File: src/rtl/busy_requester.sv
// Queues start requests for a downstream busy-timer, launches one run at a time,
// and watches the timer's busy handshake with rise/fall timeouts.
module busy_requester #(
  parameter int MAX_PENDING  = 8,
  parameter int RISE_TIMEOUT = 4,
  parameter int MAX_BUSY     = 32
) (
  input  logic       i_clk,
  input  logic       i_rst,
  input  logic       i_req,
  input  logic       i_busy,
  input  logic       i_clr_err,
  output logic       o_start,
  output logic       o_full,
  output logic [3:0] o_pending,
  output logic       o_done,
  output logic       o_err
);

  typedef enum logic [2:0] {
    IDLE,
    START,
    WAIT_BUSY,
    WAIT_DONE,
    ERROR
  } state_e;

  state_e     state_q, state_d;
  logic [3:0] pending_q, pending_d;
  logic [7:0] timer_q, timer_d;
  logic       start_q, done_q, err_q;
  logic       done_d;
  logic       accept;
  logic       launch;

  assign o_full  = (pending_q == 4'(MAX_PENDING));
  assign accept  = i_req && !o_full;
  // A run is only launched when the timer reports idle, so a stale busy never
  // gets mistaken for the response to our own start pulse.
  assign launch  = (state_q == IDLE) && (pending_q != 4'd0) && !i_busy;

  always_comb begin
    state_d = state_q;
    done_d  = 1'b0;
    case (state_q)
      IDLE: begin
        if (launch) state_d = START;
      end
      START: begin
        state_d = WAIT_BUSY;
      end
      WAIT_BUSY: begin
        if (i_busy) state_d = WAIT_DONE;
        else if (timer_q == 8'(RISE_TIMEOUT - 1)) state_d = ERROR;
      end
      WAIT_DONE: begin
        if (!i_busy) begin
          state_d = IDLE;
          done_d  = 1'b1;
        end else if (timer_q == 8'(MAX_BUSY - 1)) begin
          state_d = ERROR;
        end
      end
      ERROR: begin
        if (i_clr_err) state_d = IDLE;
      end
      default: begin
        state_d = IDLE;
      end
    endcase
  end

  always_comb begin
    pending_d = pending_q;
    case ({accept, launch})
      2'b10:   pending_d = pending_q + 4'd1;
      2'b01:   pending_d = pending_q - 4'd1;
      default: pending_d = pending_q;
    endcase
  end

  // Timer restarts on every state change and saturates rather than wrapping.
  always_comb begin
    timer_d = timer_q;
    if (state_d != state_q) begin
      timer_d = 8'd0;
    end else if (((state_q == WAIT_BUSY) || (state_q == WAIT_DONE)) && (timer_q != 8'hFF)) begin
      timer_d = timer_q + 8'd1;
    end
  end

  always_ff @(posedge i_clk or posedge i_rst) begin
    if (i_rst) begin
      state_q   <= IDLE;
      pending_q <= 4'd0;
      timer_q   <= 8'd0;
      start_q   <= 1'b0;
      done_q    <= 1'b0;
      err_q     <= 1'b0;
    end else begin
      state_q   <= state_d;
      pending_q <= pending_d;
      timer_q   <= timer_d;
      start_q   <= (state_d == START);
      done_q    <= done_d;
      err_q     <= (state_d == ERROR);
    end
  end

  assign o_start   = start_q;
  assign o_done    = done_q;
  assign o_err     = err_q;
  assign o_pending = pending_q;

endmodule

File: config.mk
export PLATFORM = sky130hd
export DESIGN_NAME = busy_requester
export DESIGN_NICKNAME = d
export VERILOG_FILES = /design/src/rtl/busy_requester.sv
export SDC_FILE = /design/constraint.sdc
export NUM_CORES = 1
export LEC_CHECK = 0
export ABC_AREA = 1
export BUFFER_PORTS_ARGS = -buffer_cell sky130_fd_sc_hd__buf_4
export CORE_ASPECT_RATIO = 1.75
export CORE_MARGIN = 2
export CORE_UTILIZATION = 50
export DETAILED_ROUTE_END_ITERATION = 8
export GPL_TIMING_DRIVEN = 1
export HOLD_SLACK_MARGIN = 0.05
export PLACE_DENSITY = 0.7
export SYNTH_ARGS = -nofsm -noshare
export SYNTH_HDL_FRONTEND = slang
export SYNTH_SLANG_ARGS = --single-unit
File: constraint.sdc
create_clock -name i_clk -period 4.61 [get_ports i_clk]
set_input_delay 0.6915 -clock i_clk [delete_from_list [all_inputs] [get_ports i_clk]]
set_output_delay 0.6915 -clock i_clk [all_outputs]
set_load 0.02 [all_outputs]
==> flow_metrics.env, run 1 <==
export IMPL_cts_path_max_buffers=2
export IMPL_cts_hold_buf=0
export IMPL_initial_core_util_pct=53.1
export IMPL_synth_edf_count=0
export IMPL_multi_input_area_um2=682
export IMPL_htreeDepth=1
export IMPL_critPathKind="reg -> reg"
export IMPL_grt_total_usage_pct=19.6
export IMPL_dp_cells=187
export IMPL_gr_max_usage_layer="met2"
export IMPL_ys_async_sr_fraction_pct=100
export IMPL_hold_class="in -> async"
export IMPL_die_w_um=41.4
export IMPL_period_share_pct=45.6
export IMPL_worst_setup_path_end_kind="register"
export IMPL_clk_latency_ns=0.26
export IMPL_routed_wl_um=2340
export IMPL_num_rows=23
export IMPL_layout_drive_gt1_share_pct=25.3
export IMPL_instances_no_fill=191
export IMPL_arrival_ns=2.24
export IMPL_dr_pass1_iters=4
export IMPL_post_synth_top_area_fraction_pct=36.8
export IMPL_worst_setup_path_start_kind="register"
export IMPL_finalCriticalPeriod_ns=2.10
export IMPL_synth_seq_cells=18
export IMPL_antenna_cells=0
export IMPL_power_uw=752
export IMPL_critical_path_max_fanout=8
export IMPL_drt_initial_drc_count=26
export IMPL_io_pins=13
export IMPL_power_density_mw_per_mm2=541
export IMPL_status="finished, final reports clean"
export IMPL_cts_tree="built"
export IMPL_syn_area_per_cell_um2=8.10
export IMPL_drt_wirelength_per_cell_um=12.3
export IMPL_hpwlAfterDp_um=1910
export IMPL_place_port_buffers=12
export IMPL_grt_util_met2_pct=36.5
export IMPL_ir_drop_mv=0.344
export IMPL_p_leak_nw=0.646
export IMPL_setup_tns_ns=0
export IMPL_seq_area_um2=450
export IMPL_drtAntennaViolNets=0
export IMPL_core_mm2=0.00230
export IMPL_skew_ns=0.00364
export IMPL_cts_sinks=18
export IMPL_slew_headroom_pct=53.8
export IMPL_syn_to_final_growth_pct=13.8
export IMPL_r2r_setup_slack_ns=2.51
export IMPL_cts_clk_slew_worst_paths_ns=0.07
export IMPL_syn_instance_count=151
export IMPL_rsz0062_at_grt="false"
export IMPL_grt_use_met3_pct=0.962
export IMPL_die_y_um=69.4
export IMPL_fin_nets=177
export IMPL_postCtsResizedCells=0
export IMPL_ys_seq_area_share_pct=36.8
export IMPL_ys_warn_count=0
export IMPL_synth_most_common_cell="nand2_1"
export IMPL_tightest_slew_ns=0.692
export IMPL_finalHoldViolations=0
export IMPL_cp_required_ns=4.75
export IMPL_cts_root_buf="clkbuf_8"
export IMPL_yosysTopAreaCell="dfrtp_1"
export IMPL_grt_max_degree=19
export IMPL_clock_fmax_mhz=476
export IMPL_slew_violations=0
export IMPL_n_fill_cell=213
export IMPL_viasPerCell=5.36
export IMPL_final_setup_viol_count=0
export IMPL_synthTopCellsByCount="nand2_1, inv_1, dfrtp_1"
export IMPL_drc=0
export IMPL_synth_flop_cell="dfrtp_1"
export IMPL_cts_setup_buffers=0
export IMPL_antenna_found_initial=0
export IMPL_synth_nets=161
export IMPL_maxCapViolCount=0
export IMPL_met1_usage_pct=19.6
export IMPL_netlist_area_mm2=0.00122
export IMPL_grt_pass1_wl_um=4010
export IMPL_synth_area_top_cells="dfrtp_1, nand2_1, nor3_2, inv_1, nor2_1"
export IMPL_die_area_mm2=0.00287
export IMPL_grt_pass1_vias=1020
export IMPL_gp_congestion=0.791
export IMPL_overflow=0
export IMPL_numCtsBuffers=3
export IMPL_reg2reg_depth=12
export IMPL_dr_total_vias=1024
export IMPL_synthDistinctLibCells=27
power by group:
part	leakage, nW	internal, mW	total, mW	switching (mW)
combinational	0.379	0.141	0.381	0.240
sequential	0.238	0.197	0.242	0.0447
clock	0.0288	0.0759	0.129	0.0526
total	0.646	0.415	0.752	0.337
layer usage:
layer | wire length (um) | vias to the layer above
met2 | 1380 | 11
li1 | - | 513
met3 | 44 | 4
met5 | 0 | -
met1 | 852 | 496
met4 | 59 | 0
worst paths after layout:
check,from,end
max,state_q[1],o_pending[3]
min,i_rst,o_pending[1]
max reg2reg,state_q[1],o_pending[3]
min reg2reg,o_pending[2],o_pending[2]
max in group asynchronous,i_rst,timer_q[6]
min in group i_clk,o_pending[2],o_pending[2]
area by class of cell:
cell class / count / share of cell area [%]
multi-input combinational: 110 / 49.0
sequential: 18 / 32.4
timing repair buffer: 12 / 6.47
inverter: 22 / 5.94
clock buffer: 4 / 3.96
tap: 25 / 2.25
state kept, by name, indices dropped and copies added, names as in the netlist:
register and flops:
timer_q 8, o_pending 4, state_q 3, o_done 1
o_err 1, o_start 1
placed cells by master, fill, tap and decap left out, types with 5 or more instances in the layout:
cell type / instances
nand2_1: 31
inv_1: 19
dfrtp_1: 18
nor2_1: 16
buf_4: 12
nand3_1: 8
nor3_2: 8
o21ai_0: 7
xor2_1: 5
nand4_1: 5
cells by family after synthesis:
family	count (synthesis)	synth area share, %
adder cells (fa/ha/maj)	5	5.73
XOR/XNOR	6	4.30
flip-flops	18	36.8
AND/OR/NAND/NOR	87	40.0
buffers and inverters	23	7.37
AO/OA/AOI/OAI	12	5.73
critical path, cell delays in order, from the launching register on:
cell     delay [ns]
dfrtp_1        0.49
nor2_1         0.20
nand3_1        0.16
inv_1          0.09
ha_1           0.20
ha_1           0.25
nand2_1        0.07
nand2_1        0.05
a21oi_1        0.15
nor2_1         0.06
nor2_1         0.08
nand2_1        0.07
xor2_1         0.14
stage by stage:
| stage | util, % | hold WS [ns] | cell area, um2 | worst slack (ns) |
|---|---|---|---|---|
| after floorplan | - | 0.557 | 1220 | 2.56 |
| after global placement | 58.0 | 0.537 | 1340 | 2.37 |
| after detailed placement | 58.0 | 0.551 | 1340 | 2.29 |
| after CTS | 60.4 | 0.569 | 1390 | 2.50 |
| after global routing | 60.4 | 0.609 | 1390 | 2.35 |
| final | 60.4 | 0.542 | 1390 | 2.51 |
Note: power is estimated with default switching activity, not from simulation.
==> inputs of run 2 (changes only) <==
- PLACE_DENSITY: 0.7 -> 0.72
- clock period: 4.61 -> 1.9 ns (I/O delays scaled with it)
==> run 2 against run 1 <==
Effect of this change: the flow now finishes with violations (setup timing); hold slack got worse by 0.40 ns; sequential share of layout area is 2.8 points lower; sequential power increased by 130%; clock power grew 110%; clock-buffer cell count stayed put; non-clock buffer count grew 13; clock skew barely moved; global-route usage grew 2.3 points; via count rose by 5.1%; wire length rose by 16%; critical path type unchanged; critical endpoint unchanged.
==> flow_metrics.env, run 2 (synthesis gave the netlist of run 1 again) <==
export IMPL_layout_commonest_cell="nand2_1"
export IMPL_hold_class="in -> async"
export IMPL_dp_cells=197
export IMPL_clock_fmax_mhz=524
export IMPL_dr_total_vias=1076
export IMPL_cts_path_max_buffers=2
export IMPL_die_w_um=41.4
export IMPL_layout_drive_gt1_share_pct=39.1
export IMPL_top_register="timer_q"
export IMPL_grt_pass1_vias=1131
export IMPL_layout_common_cells="nand2_1, buf_4, dfrtp_1"
export IMPL_overflow=0
export IMPL_cts_tree="built"
export IMPL_maxCapViolCount=0
export IMPL_drc=0
export IMPL_power_frac_seq_pct=26.0
export IMPL_reg2reg_depth=11
export IMPL_place_port_buffers=12
export IMPL_crit_path_max_incr_delay_ns=0.42
export IMPL_rsz0062_at_grt="true"
export IMPL_period_share_pct=101
export IMPL_r2r_setup_slack_ns=-0.01
export IMPL_rr_startpoint="o_pending[0]"
export IMPL_io_pins=13
export IMPL_grt_use_met3_pct=3.21
export IMPL_drt_initial_drc_count=10
export IMPL_swShare_pct=44.3
export IMPL_htreeDepth=1
export IMPL_core_mm2=0.00230
export IMPL_power_density_mw_per_mm2=1380
export IMPL_setup_tns_ns=-0.00951
export IMPL_p_leak_nw=0.699
export IMPL_finalCriticalPeriod_ns=1.91
export IMPL_power_mw=2.12
export IMPL_final_setup_viol_count=1
export IMPL_cts_sinks=18
export IMPL_drtAntennaViolNets=0
export IMPL_clkPwrFrac_pct=13.1
export IMPL_dr_pass1_iters=4
export IMPL_gp_congestion=0.866
export IMPL_cts_clk_slew_worst_paths_ns=0.07
export IMPL_num_rows=23
export IMPL_n_fill_cell=199
export IMPL_initial_core_util_pct=53.1
export IMPL_drt_wirelength_per_cell_um=13.3
export IMPL_worst_setup_path_start_kind="register"
export IMPL_r2r_end="o_pending[3]"
export IMPL_clk_latency_ns=0.26
export IMPL_routed_wl_um=2720
export IMPL_crit_top_cell="nor2_1"
export IMPL_p_int_mw=1.18
export IMPL_fin_ws_ns=-0.00951
export IMPL_fin_nets=190
export IMPL_instances_no_fill=204
export IMPL_violations="setup timing"
export IMPL_largest_register_ffs=8
export IMPL_worst_setup_path_end_kind="register"
export IMPL_numCtsBuffers=3
export IMPL_grt_util_met2_pct=39.6
export IMPL_met1_usage_pct=22.2
export IMPL_gr_max_usage_layer="met2"
export IMPL_syn_to_final_growth_pct=25.3
export IMPL_p_comb_share_pct=60.9
export IMPL_hpwlAfterDp_um=2090
export IMPL_critPathSlowestCell="dfrtp_2"
export IMPL_antenna_found_initial=0
export IMPL_grt_max_degree=19
export IMPL_critPathKind="reg -> reg"
export IMPL_grt_total_usage_pct=22.0
export IMPL_path_cells="nor2_1, nand3_1, nand3_2, inv_2, ha_4, ha_1, a21oi_2, nor2_1, nor2_1, nand2_1, xor2_1"
export IMPL_grt_pass1_wl_um=4440
export IMPL_ir_drop_mv=1.04
export IMPL_critical_path_max_fanout=3
export IMPL_antenna_cells=0
export IMPL_status="finished with violations"
export IMPL_viasPerCell=5.27
export IMPL_netSwitchingPower_uw=939
export IMPL_die_y_um=69.4
export IMPL_slew_headroom_pct=53.7
export IMPL_slew_violations=0
export IMPL_skew_ns=0.00380
export IMPL_cp_required_ns=2.05
export IMPL_tightest_slew_ns=0.694
export IMPL_cts_root_buf="clkbuf_8"
export IMPL_die_area_mm2=0.00287
export IMPL_finalHoldViolations=0
export IMPL_arrival_ns=2.06
## run 2: cell count changes in the layout (fill, tap and decap cells not counted), moves of 2 or more
cell	previous run	this run
dfrtp_2	0	2
nand3_1	8	6
nand3_2	2	4
ha_4	0	2
ha_1	4	2
inv_2	3	8
nand2_2	3	5
inv_1	19	14
buf_4	12	25
nand2_1	31	29
dfrtp_1	18	16
## run 2: worst max-delay path: cells and delay by family, from the launching register on
family / cells / cell delay (ns)
buffers and inverters: 1 / 0.05
AND/OR/NAND/NOR: 6 / 0.55
flip-flops: 1 / 0.42
adder cells (fa/ha/maj): 2 / 0.49
XOR/XNOR: 1 / 0.14
AO/OA/AOI/OAI: 1 / 0.15
## run 2: timing repair
| action | in CTS | in global routing |
|---|---|---|
| endpoints found under the hold margin | 0 | 0 |
| pin swaps | 0 | 10 |
| resized for setup | 2 | 11 |
| hold buffers | 0 | 0 |
| setup buffers | 0 | 3 |
| endpoints found under the setup margin | 1 | 2 |
## run 2: area by class of cell
cell class                      count  area (um2)  area share [%]
Tap cell                           25        31.3            2.04
Multi-Input combinational cell    110         732            47.8
Clock buffer                        4        45.0            2.94
Sequential cell                    18         453            29.6
Inverter                           22        82.6            5.39
Timing Repair Buffer               25         188            12.3
## run 2: worst max path at each step
stage / cells after the start / slack, ns / from / end
2_1_floorplan: 13 / 0.002 / o_pending[1] / o_pending[3]
3_3_place_gp: 13 / 0.04 / o_pending[1] / o_pending[3]
5_1_grt: 13 / -0.09 / o_pending[0] / o_pending[3]
6_report: 11 / -0.01 / o_pending[0] / o_pending[3]
4_1_cts: 13 / 0.02 / o_pending[1] / o_pending[3]
3_5_place_dp: 13 / -0.02 / o_pending[1] / o_pending[3]
## run 2: power groups by stage
stage,clock [mW],combinational [mW],sequential (mW)
after global routing,0.299,1.40,0.559
after detailed placement,0,1.16,0.546
after global placement,0,1.12,0.544
after CTS,0.282,1.17,0.540
final,0.277,1.29,0.551
after floorplan,0,0.676,0.630
## run 2: metrics by stage
step / worst slack [ns] / hold slack [ns] / utilization [%] / cell area (um2)
2_1_floorplan: 0.00193 / 0.223 / - / 1230
3_3_place_gp: 0.0396 / 0.424 / 61.8 / 1420
3_5_place_dp: -0.0181 / 0.434 / 61.8 / 1420
4_1_cts: 0.0200 / 0.159 / 63.9 / 1470
5_1_grt: -0.0900 / 0.214 / 66.5 / 1530
6_report: -0.00951 / 0.138 / 66.5 / 1530
## run 2: layer usage
metal  part of all wire [%]  vias up
met1                     37      512
li1                       -      544
met5                      0        -
met4                    2.0        0
met2                     59       13
met3                    1.7        7
